==> config.mk <==
export PLATFORM = sky130hd
export DESIGN_NAME = swervolf_sevseg_ctrl
export DESIGN_NICKNAME = d
export VERILOG_FILES = /design/src/rtl/swervolf_sevseg_ctrl.sv
export SDC_FILE = /design/constraint.sdc
export NUM_CORES = 1
export LEC_CHECK = 0
export CAP_MARGIN = 40
export CORE_MARGIN = 3
export CORE_UTILIZATION = 57
export CTS_CLUSTER_DIAMETER = 150
export DETAILED_ROUTE_END_ITERATION = 8
export DONT_BUFFER_PORTS = 1
export PLACE_DENSITY = 0.75
export SLEW_MARGIN = 10
export SYNTH_ARGS = -nofsm -noshare
export SYNTH_HDL_FRONTEND = slang
export SYNTH_SLANG_ARGS = --single-unit
==> constraint.sdc <==
create_clock -name i_clk -period 2.5 [get_ports i_clk]
set_clock_uncertainty 0.2 [all_clocks]
set_input_delay 0.25 -clock i_clk [delete_from_list [all_inputs] [get_ports i_clk]]
set_output_delay 0.25 -clock i_clk [all_outputs]
set_load 0.03 [all_outputs]
==> src/rtl/swervolf_sevseg_ctrl.sv <==
// Wishbone-mapped multiplexed seven-segment controller: up to 8 common-anode
// digits with hex decode, PWM brightness, per-digit blink and tear-free updates.
module swervolf_sevseg_ctrl #(
  parameter int          N_DIGITS         = 8,
  parameter logic [15:0] DEFAULT_PRESCALE = 16'd12499,
  parameter int          BLINK_LOG2       = 6
) (
  input  logic                i_clk,
  input  logic                i_rst,
  input  logic [4:0]          i_wb_adr,
  input  logic [31:0]         i_wb_dat,
  input  logic [3:0]          i_wb_sel,
  input  logic                i_wb_we,
  input  logic                i_wb_cyc,
  input  logic                i_wb_stb,
  output logic [31:0]         o_wb_rdt,
  output logic                o_wb_ack,
  output logic [N_DIGITS-1:0] o_an,
  output logic [6:0]          o_seg,
  output logic                o_dp,
  output logic                o_frame
);

  localparam logic [2:0] LAST_IDX = 3'(N_DIGITS - 1);

  // config / bus state
  logic                  ack_q;
  logic [31:0]           rdt_q, rdt_d;
  logic [3:0]            ctrl_q;        // {SYNC, BLINK_EN, DECODE, EN}
  logic [7:0]            bright_q;
  logic [15:0]           prescale_q;
  logic [7:0][7:0]       dig_stg_q;
  logic [7:0][7:0]       dig_act_q;
  logic [7:0]            mask_q;
  logic [15:0]           frame_cnt_q;

  // scan state
  logic [15:0]           slot_q, slot_d;
  logic [2:0]            idx_q, idx_d;
  logic [7:0]            pwm_q, pwm_d;
  logic [BLINK_LOG2-1:0] blink_cnt_q;
  logic                  phase_q;
  logic                  frame_evt;
  logic [N_DIGITS-1:0]   an_q, an_d;
  logic [6:0]            seg_q, seg_d;
  logic                  dp_q, dp_d, frame_q;

  logic       req, wr, en, lit;
  logic [2:0] wsel;
  logic [7:0] cur;
  logic       unused_adr;

  assign req        = i_wb_cyc & i_wb_stb & ~ack_q;
  assign wr         = req & i_wb_we;
  assign wsel       = i_wb_adr[4:2];
  assign en         = ctrl_q[0];
  assign unused_adr = ^i_wb_adr[1:0];

  always_comb begin
    rdt_d = '0;
    case (wsel)
      3'd0:    rdt_d = {16'h0, bright_q, 4'h0, ctrl_q};
      3'd1:    rdt_d = {16'h0, prescale_q};
      3'd2:    rdt_d = dig_stg_q[3:0];
      3'd3:    rdt_d = dig_stg_q[7:4];
      3'd4:    rdt_d = {24'h0, mask_q};
      3'd5:    rdt_d = {16'h0, frame_cnt_q};
      default: rdt_d = '0;
    endcase
  end

  always_ff @(posedge i_clk) begin
    if (i_rst) begin
      ack_q      <= 1'b0;
      rdt_q      <= '0;
      ctrl_q     <= '0;
      bright_q   <= '0;
      prescale_q <= DEFAULT_PRESCALE;
      dig_stg_q  <= '0;
      mask_q     <= '0;
    end else begin
      ack_q <= i_wb_cyc & i_wb_stb & ~ack_q;
      if (req && !i_wb_we) rdt_q <= rdt_d;
      if (wr) begin
        case (wsel)
          3'd0: begin
            if (i_wb_sel[0]) ctrl_q   <= i_wb_dat[3:0];
            if (i_wb_sel[1]) bright_q <= i_wb_dat[15:8];
          end
          3'd1: begin
            if (i_wb_sel[0]) prescale_q[7:0]  <= i_wb_dat[7:0];
            if (i_wb_sel[1]) prescale_q[15:8] <= i_wb_dat[15:8];
          end
          3'd2: for (int b = 0; b < 4; b++)
                  if (i_wb_sel[b]) dig_stg_q[b] <= i_wb_dat[8*b +: 8];
          3'd3: for (int b = 0; b < 4; b++)
                  if (i_wb_sel[b]) dig_stg_q[4+b] <= i_wb_dat[8*b +: 8];
          3'd4: if (i_wb_sel[0]) mask_q <= i_wb_dat[7:0];
          default: ;
        endcase
      end
    end
  end

  // >= so a PRESCALE write below the running count wraps on the next cycle
  always_comb begin
    slot_d    = '0;
    idx_d     = '0;
    pwm_d     = '0;
    frame_evt = 1'b0;
    if (en) begin
      pwm_d = pwm_q + 8'd1;
      idx_d = idx_q;
      if (slot_q >= prescale_q) begin
        if (idx_q == LAST_IDX) frame_evt = 1'b1;
        else                   idx_d     = idx_q + 3'd1;
      end else begin
        slot_d = slot_q + 16'd1;
      end
      if (frame_evt) idx_d = '0;
    end
  end

  function automatic logic [6:0] hex7(input logic [3:0] n);
    case (n)
      4'h0: hex7 = 7'h40; 4'h1: hex7 = 7'h79; 4'h2: hex7 = 7'h24; 4'h3: hex7 = 7'h30;
      4'h4: hex7 = 7'h19; 4'h5: hex7 = 7'h12; 4'h6: hex7 = 7'h02; 4'h7: hex7 = 7'h78;
      4'h8: hex7 = 7'h00; 4'h9: hex7 = 7'h10; 4'hA: hex7 = 7'h08; 4'hB: hex7 = 7'h03;
      4'hC: hex7 = 7'h46; 4'hD: hex7 = 7'h21; 4'hE: hex7 = 7'h06; default: hex7 = 7'h0E;
    endcase
  endfunction

  // slot 0 is kept dark so the previous digit's segments never ghost
  always_comb begin
    cur  = dig_act_q[idx_q];
    lit  = en & cur[7] & (slot_q != '0) & (pwm_q <= bright_q) &
           ~(ctrl_q[2] & phase_q & mask_q[idx_q]);
    an_d = '1;
    for (int i = 0; i < N_DIGITS; i++)
      an_d[i] = ~(lit && (idx_q == 3'(i)));
    seg_d = 7'h7F;
    dp_d  = 1'b1;
    if (en) begin
      seg_d = ctrl_q[1] ? hex7(cur[3:0]) : cur[6:0];
      dp_d  = ctrl_q[1] ? ~cur[4] : 1'b1;
    end
  end

  always_ff @(posedge i_clk) begin
    if (i_rst) begin
      slot_q      <= '0;
      idx_q       <= '0;
      pwm_q       <= '0;
      blink_cnt_q <= '0;
      phase_q     <= 1'b0;
      frame_cnt_q <= '0;
      dig_act_q   <= '0;
      an_q        <= '1;
      seg_q       <= 7'h7F;
      dp_q        <= 1'b1;
      frame_q     <= 1'b0;
    end else begin
      slot_q  <= slot_d;
      idx_q   <= idx_d;
      pwm_q   <= pwm_d;
      an_q    <= an_d;
      seg_q   <= seg_d;
      dp_q    <= dp_d;
      frame_q <= frame_evt;
      if (!ctrl_q[3] || frame_evt) dig_act_q <= dig_stg_q;
      if (frame_evt) begin
        frame_cnt_q <= frame_cnt_q + 16'd1;
        blink_cnt_q <= blink_cnt_q + 1'b1;
        if (&blink_cnt_q) phase_q <= ~phase_q;
      end
    end
  end

  assign o_wb_ack = ack_q;
  assign o_wb_rdt = rdt_q;
  assign o_an     = an_q;
  assign o_seg    = seg_q;
  assign o_dp     = dp_q;
  assign o_frame  = frame_q;

endmodule

* After elaboration in Yosys (flattened, before gate mapping)
Memories as Yosys holds them, arrays and structs flattened. Cells that the tools add are included.
Operators by class: $add $sub $neg 5, $lt $le $gt $ge 3, eq/ne operators 12, mux-type cells 10, bitwise gates (word level) 24, reduce and logical (&&, ||, !) cells 34
Operator list (number):
- 32-bit one-hot mux with 6 select lines | 1
- 3-bit AND reduction | 13
- 16-bit by 1-bit adder with 16-bit output (second input constant) | 2
- 8-bit binary-select mux with 3-bit select | 1
- 3-bit equality test (second input constant) | 6
- 16-bit >= comparator | 1
- 16-bit nonzero test | 1
- 1-bit inverter | 15
- 3-bit by 2-bit equality test with 1-bit output (second input constant) | 4
- 1-bit bitwise AND | 9
- 1-bit logical AND | 9
- 3-bit OR reduction | 3
- 8-bit by 1-bit adder with 8-bit output (second input constant) | 1
- 8-bit less-or-equal comparator | 1
- 8-bit 2-to-1 mux | 1
- 7-bit 2-to-1 mux | 1
- 7-bit AND reduction | 1
- 6-bit by 1-bit adder with 6-bit output (second input constant) | 1
- 3-bit by 1-bit equality test with 1-bit output (second input constant) | 2
- 3-bit logical NOT | 2
- 1-bit 2-to-1 mux | 5
- 3-bit by 4-bit < comparator with 1-bit output (second input constant) | 1
- 3-bit by 1-bit adder with 3-bit output (second input constant) | 1
- 1-bit binary-select mux with 3-bit select | 1
- 4 further kinds | 5
Word-level totals: flip-flop bits (word level) 264, memory bits (read-only) 112, output and inout bits 50, word-level logic and storage cells 122, memories kept 1
Memories:
- (name not given) | depth 16, bits a word 7, rd ports 1, clocked after Yosys merged registers in 0, write ports 0, line 125 | case (n)

* Depth between registers and ports, before layout
word-level depth 8, mapped depth 12

* Worst setup path after synthesis
No wires, ideal clock.
path type reg-to-reg, from reg idx_q[0], to reg seg_q[3] (netlist: o_seg[3]), arrival time 2395 ps, path slack -218 ps, stages on the path, launching flop included 11, buffers on the path 1, cells stage by stage dfxtp_1 > buf_6 > mux4_1 > mux2i_2 > inv_1 > ha_1 > inv_1 > nor2_1 > a21oi_1 > a21oi_2 > a311o_1
Between the ends: longest elaborated chain between the ends 4
Ends and longest elaborated chain:
- start, declared | line 39 | logic [2:0] idx_q, idx_d;
- start signal, assigned | line 164 | idx_q <= idx_d;
- 8-bit binary-select mux with 3-bit select * | line 135 | cur = dig_act_q[idx_q];
- 8-bit 2-to-1 mux (not written as such) * | line 135
- memory read 16 x 7 bit
- 7-bit 2-to-1 mux * | line 144 | seg_d = ctrl_q[1] ? hex7(cur[3:0]) : cur[6:0];
- end signal, assigned | line 167 | seg_q <= seg_d;
- end, declared | line 45 | logic [6:0] seg_q, seg_d;
Mark *: on every way between the ends. The rest lies on a longest branch, timed or not. The select of a mux whose other input is x is not followed. A chain may end at the register's enable or synchronous reset.

* Final worst setup path
from reg prescale_q[5], to reg dig_act_q[49] (netlist name)
Between the ends: longest elaborated chain between the ends 5
Ends and longest elaborated chain:
- start, declared | line 31 | logic [15:0] prescale_q;
- start signal, assigned | line 91 | if (i_wb_sel[0]) prescale_q[7:0] <= i_wb_dat[7:0];
- 16-bit >= comparator | line 114 | if (slot_q >= prescale_q) begin
- 1-bit 2-to-1 mux | line 114
- 1-bit 2-to-1 mux (2 in a row) | line 111 | if (en) begin
- 1-bit logical OR | line 170 | if (!ctrl_q[3] || frame_evt) dig_act_q <= dig_stg_q;
- end signal, assigned | line 170
- end, declared | line 33 | logic [7:0][7:0] dig_act_q;
Every way passes these cells. The select of a mux whose other input is x is not followed.

==> results.cfg <==
[run_status]
status = complete, but fails checks
violations = hold timing, setup timing

[finish]
drive_above_1_share_pct = 17.0
finalNetCount = 1463
syn2layout_area_growth_pct = 26.3
diodes = 0

[clock_tree]
clockRootBuffer = clkbuf_16
clock-sinks = 264
htree_levels = 1
cts_buffers = 28
clock_latency_ns = 0.56
clockBufferDepth = 3
clk_pin_slew_ns = 0.06
cts_tree = yes

[timing]
rsz0062_at_grt = yes
setup_tns_ns = -8.21
slew_headroom_pct = 56.4
whs_ns = -0.398
period_needed_ns = 2.69
finalMaxSlewViolations = 0
period_share_pct = 108
setup_viol = 79
fin_ws_ns = -0.193
finalHoldViolCount = 145
worstMarginPinSlew_ns = 0.648
max_freq_ghz = 0.371

[drt]
wl_um = 36900
dr.pass1.iters = 6
viasPerCell = 6.14
drc = 0
num_vias = 10200
drtAntennaViolNets = 0
wl_per_cell_um = 22.1
drt_iter0_drc = 1061

[synth]
synth_edf_count = 0
synth_top_cell_by_area = dfxtp_1
synth_cells = 1239
yosysWarnings = 0
synth_area_leaders = dfxtp_1 44%, mux2i_1 14%, nor2_1 8.4%
synth_fp_nets = 1326
synth_seq_cells = 264
synthFlopType = dfxtp_1
ys_async_sr_fraction_pct = 0
synth_area_per_cell_sq_um = 9.72
synth_seq_area_share_pct = 43.9
synth_commonest_cells = 268 x nor2_1, 264 x dfxtp_1, 172 x mux2i_1, 47 x clkbuf_1, 47 x inv_1
syn_area_sq_um = 12000
synth_top_cell_area_share_pct = 43.9
synth.distinct_cells = 58
synth_most_common_cell = nor2_1

[power_and_ir_drop]
total_power_w = 0.00899
power.density_nw_per_um2 = 592
leakage_nw = 6.96
vdd_drop_max_mv = 0.632

[critical_path]
start_kind = flop
crit_path_max_incr_delay_ns = 0.34
worstReg2RegEnd = dig_act_q[49]$_SDFFE_PP0P_
cp-endpoint = dig_act_q[49]$_SDFFE_PP0P_
crit_type = flop to flop
path_delay_family = buffers and inverters
crit_chain = inv_1 > ha_1 > nand4_1 > a311oi_2 > buf_4 > a31oi_4 > a22oi_2 > buf_12 > clkbuf_16 > mux2i_1 > nor2_1
cp-startpoint = prescale_q[5]$_SDFFE_PP0P_
cp_max_fo = 9
critPathRequiredTime_ns = 2.74
rrSetupSlack_ns = -0.19
critPathCaptureType = flop
cp.arrival_ns = 2.93
r2r_start = prescale_q[5]$_SDFFE_PP0P_
crit_buf_inv = 4
rr_worst_depth = 11
worst_path_max_delay_cell = dfxtp_2
path_depth = 11

[hold_path]
hp-class = input port to flop

[global_routing]
grt-ovfl-total = 0
groute.usage.overall_pct = 29.1
grt_max_degree = 223
antenna_found_initial = 0
grt_pass1_vias = 9619
grt_pass1_wl_um = 52300

[floorplan]
floorplan.die.width_um = 151
fp-row-count = 52
top_level_ports = 96
core_area_sq_um = 20500
fp.dieArea_sq_um = 22900
initial_utilization_pct = 58.7
die_y_um = 151

[placed_design]
port_buffers = 0
dpl.hpwl_um = 22600
gp_congestion = 0.891

[run]
cap_violations = 0
[timing repair]
action | in CTS | in global routing
buffers inserted | 0 | 13
hold buffers | 82 | 14
pin swaps | 2 | 21
gates cloned | 1 | 6
endpoints found under the setup margin | 69 | 148
hold endpoints to repair | 240 | 150
resized for setup | 16 | 71
[how the worst min path moves through the flow]
stage | start | to | slack [ns] | cells past startpoint
final | i_rst | frame_cnt_q[14]$_SDFFE_PP0P_ | -0.40 | 1
after global routing | i_rst | frame_cnt_q[12]$_SDFFE_PP0P_ | -0.42 | 1
after global placement | i_rst | blink_cnt_q[0]$_SDFFE_PP0P_ | 0.14 | 1
after CTS | i_rst | frame_cnt_q[10]$_SDFFE_PP0P_ | -0.43 | 1
after floorplan | i_wb_dat[8] | bright_q[0]$_SDFFE_PP0P_ | 0.19 | 2
after detailed placement | i_rst | blink_cnt_q[1]$_SDFFE_PP0P_ | 0.14 | 1
[kinds of logic after synthesis]
logic type | count (synthesis) | synth area share [%]
simple gates | 417 | 15.3
flops | 264 | 43.9
xor+xnor | 40 | 2.91
compound gates | 155 | 9.26
fa+ha+maj | 41 | 4.26
buf+inv | 120 | 4.56
mux | 202 | 19.8
[layer usage]
metal  vias to the layer above  share of wire [%]  track usage (%)
li1                       4625                  -                -
met3                       116                 10             7.42
met4                         0                4.0             9.97
met1                      4953                 40             39.5
met2                       542                 46             45.3
met5                         -                  0                0
[worst register-to-register path: cells and delay by family (launching register included)]
family / cells / cell delay, ns
DFF: 1 / 0.34
buffers and inverters: 4 / 0.69
and+or+nand+nor: 2 / 0.22
AOI/OAI and AO/OA: 3 / 0.55
adders and majority gates: 1 / 0.33
muxes: 1 / 0.24
[power breakdown]
| part | leakage [nW] | internal, W | switching (W) | total (W) |
|---|---|---|---|---|
| clock | 0.513 | 0.00276 | 0.00178 | 0.00454 |
| sequential | 2.13 | 0.00422 | 0.0000262 | 0.00425 |
| combinational | 4.32 | 0.0000951 | 0.000109 | 0.000204 |
[registers in the layout, summed over array words and instances, names as in the netlist, 16 cells and up]
signal,cells
dig_act_q,64
dig_stg_q,64
o_wb_rdt,32
frame_cnt_q,16
prescale_q,16
slot_q,16
[cell type report]
class / count / area [sq um]
clock inverter: 14 / 213
fill: 1328 / 5290
tap: 270 / 338
timing repair buffer: 179 / 1860
inverter: 48 / 180
clock buffer: 38 / 830
multi-input combinational: 855 / 6480
sequential: 264 / 5300
[layout by cell type (no fill, tap or decap), types with 7 or more instances in the layout]
cell	count
inv_1	40
dfxtp_1	251
xor2_1	12
mux4_2	17
ha_1	35
buf_12	7
a21oi_1	37
o21ai_0	17
dlygate4sd3_1	85
buf_4	62
a22oi_1	28
xnor2_1	28
a211o_1	8
a221oi_1	7
mux2i_2	8
and3_1	15
dfxtp_2	12
nand4_1	27
mux2i_1	163
nor2_1	266
clkbuf_8	7
nand3_1	24
inv_2	7
clkbuf_16	33
a22o_1	21
nand2_1	42
buf_6	11
[per-stage QoR]
| stage | std cells | setup WS (ns) | utilization, % | instance area [sq um] |
|---|---|---|---|---|
| 2_1_floorplan | 1239 | 0.000603 | - | 12000 |
| 3_3_place_gp | 1509 | 0.00654 | 61.8 | 12700 |
| 3_5_place_dp | 1510 | -0.0562 | 61.9 | 12700 |
| 4_1_cts | 1645 | -0.0263 | 71.5 | 14700 |
| 5_1_grt | 1668 | -0.270 | 74.2 | 15200 |
| 6_report | 1668 | -0.193 | 74.2 | 15200 |
No activity file was read; power rests on OpenSTA's default activity.
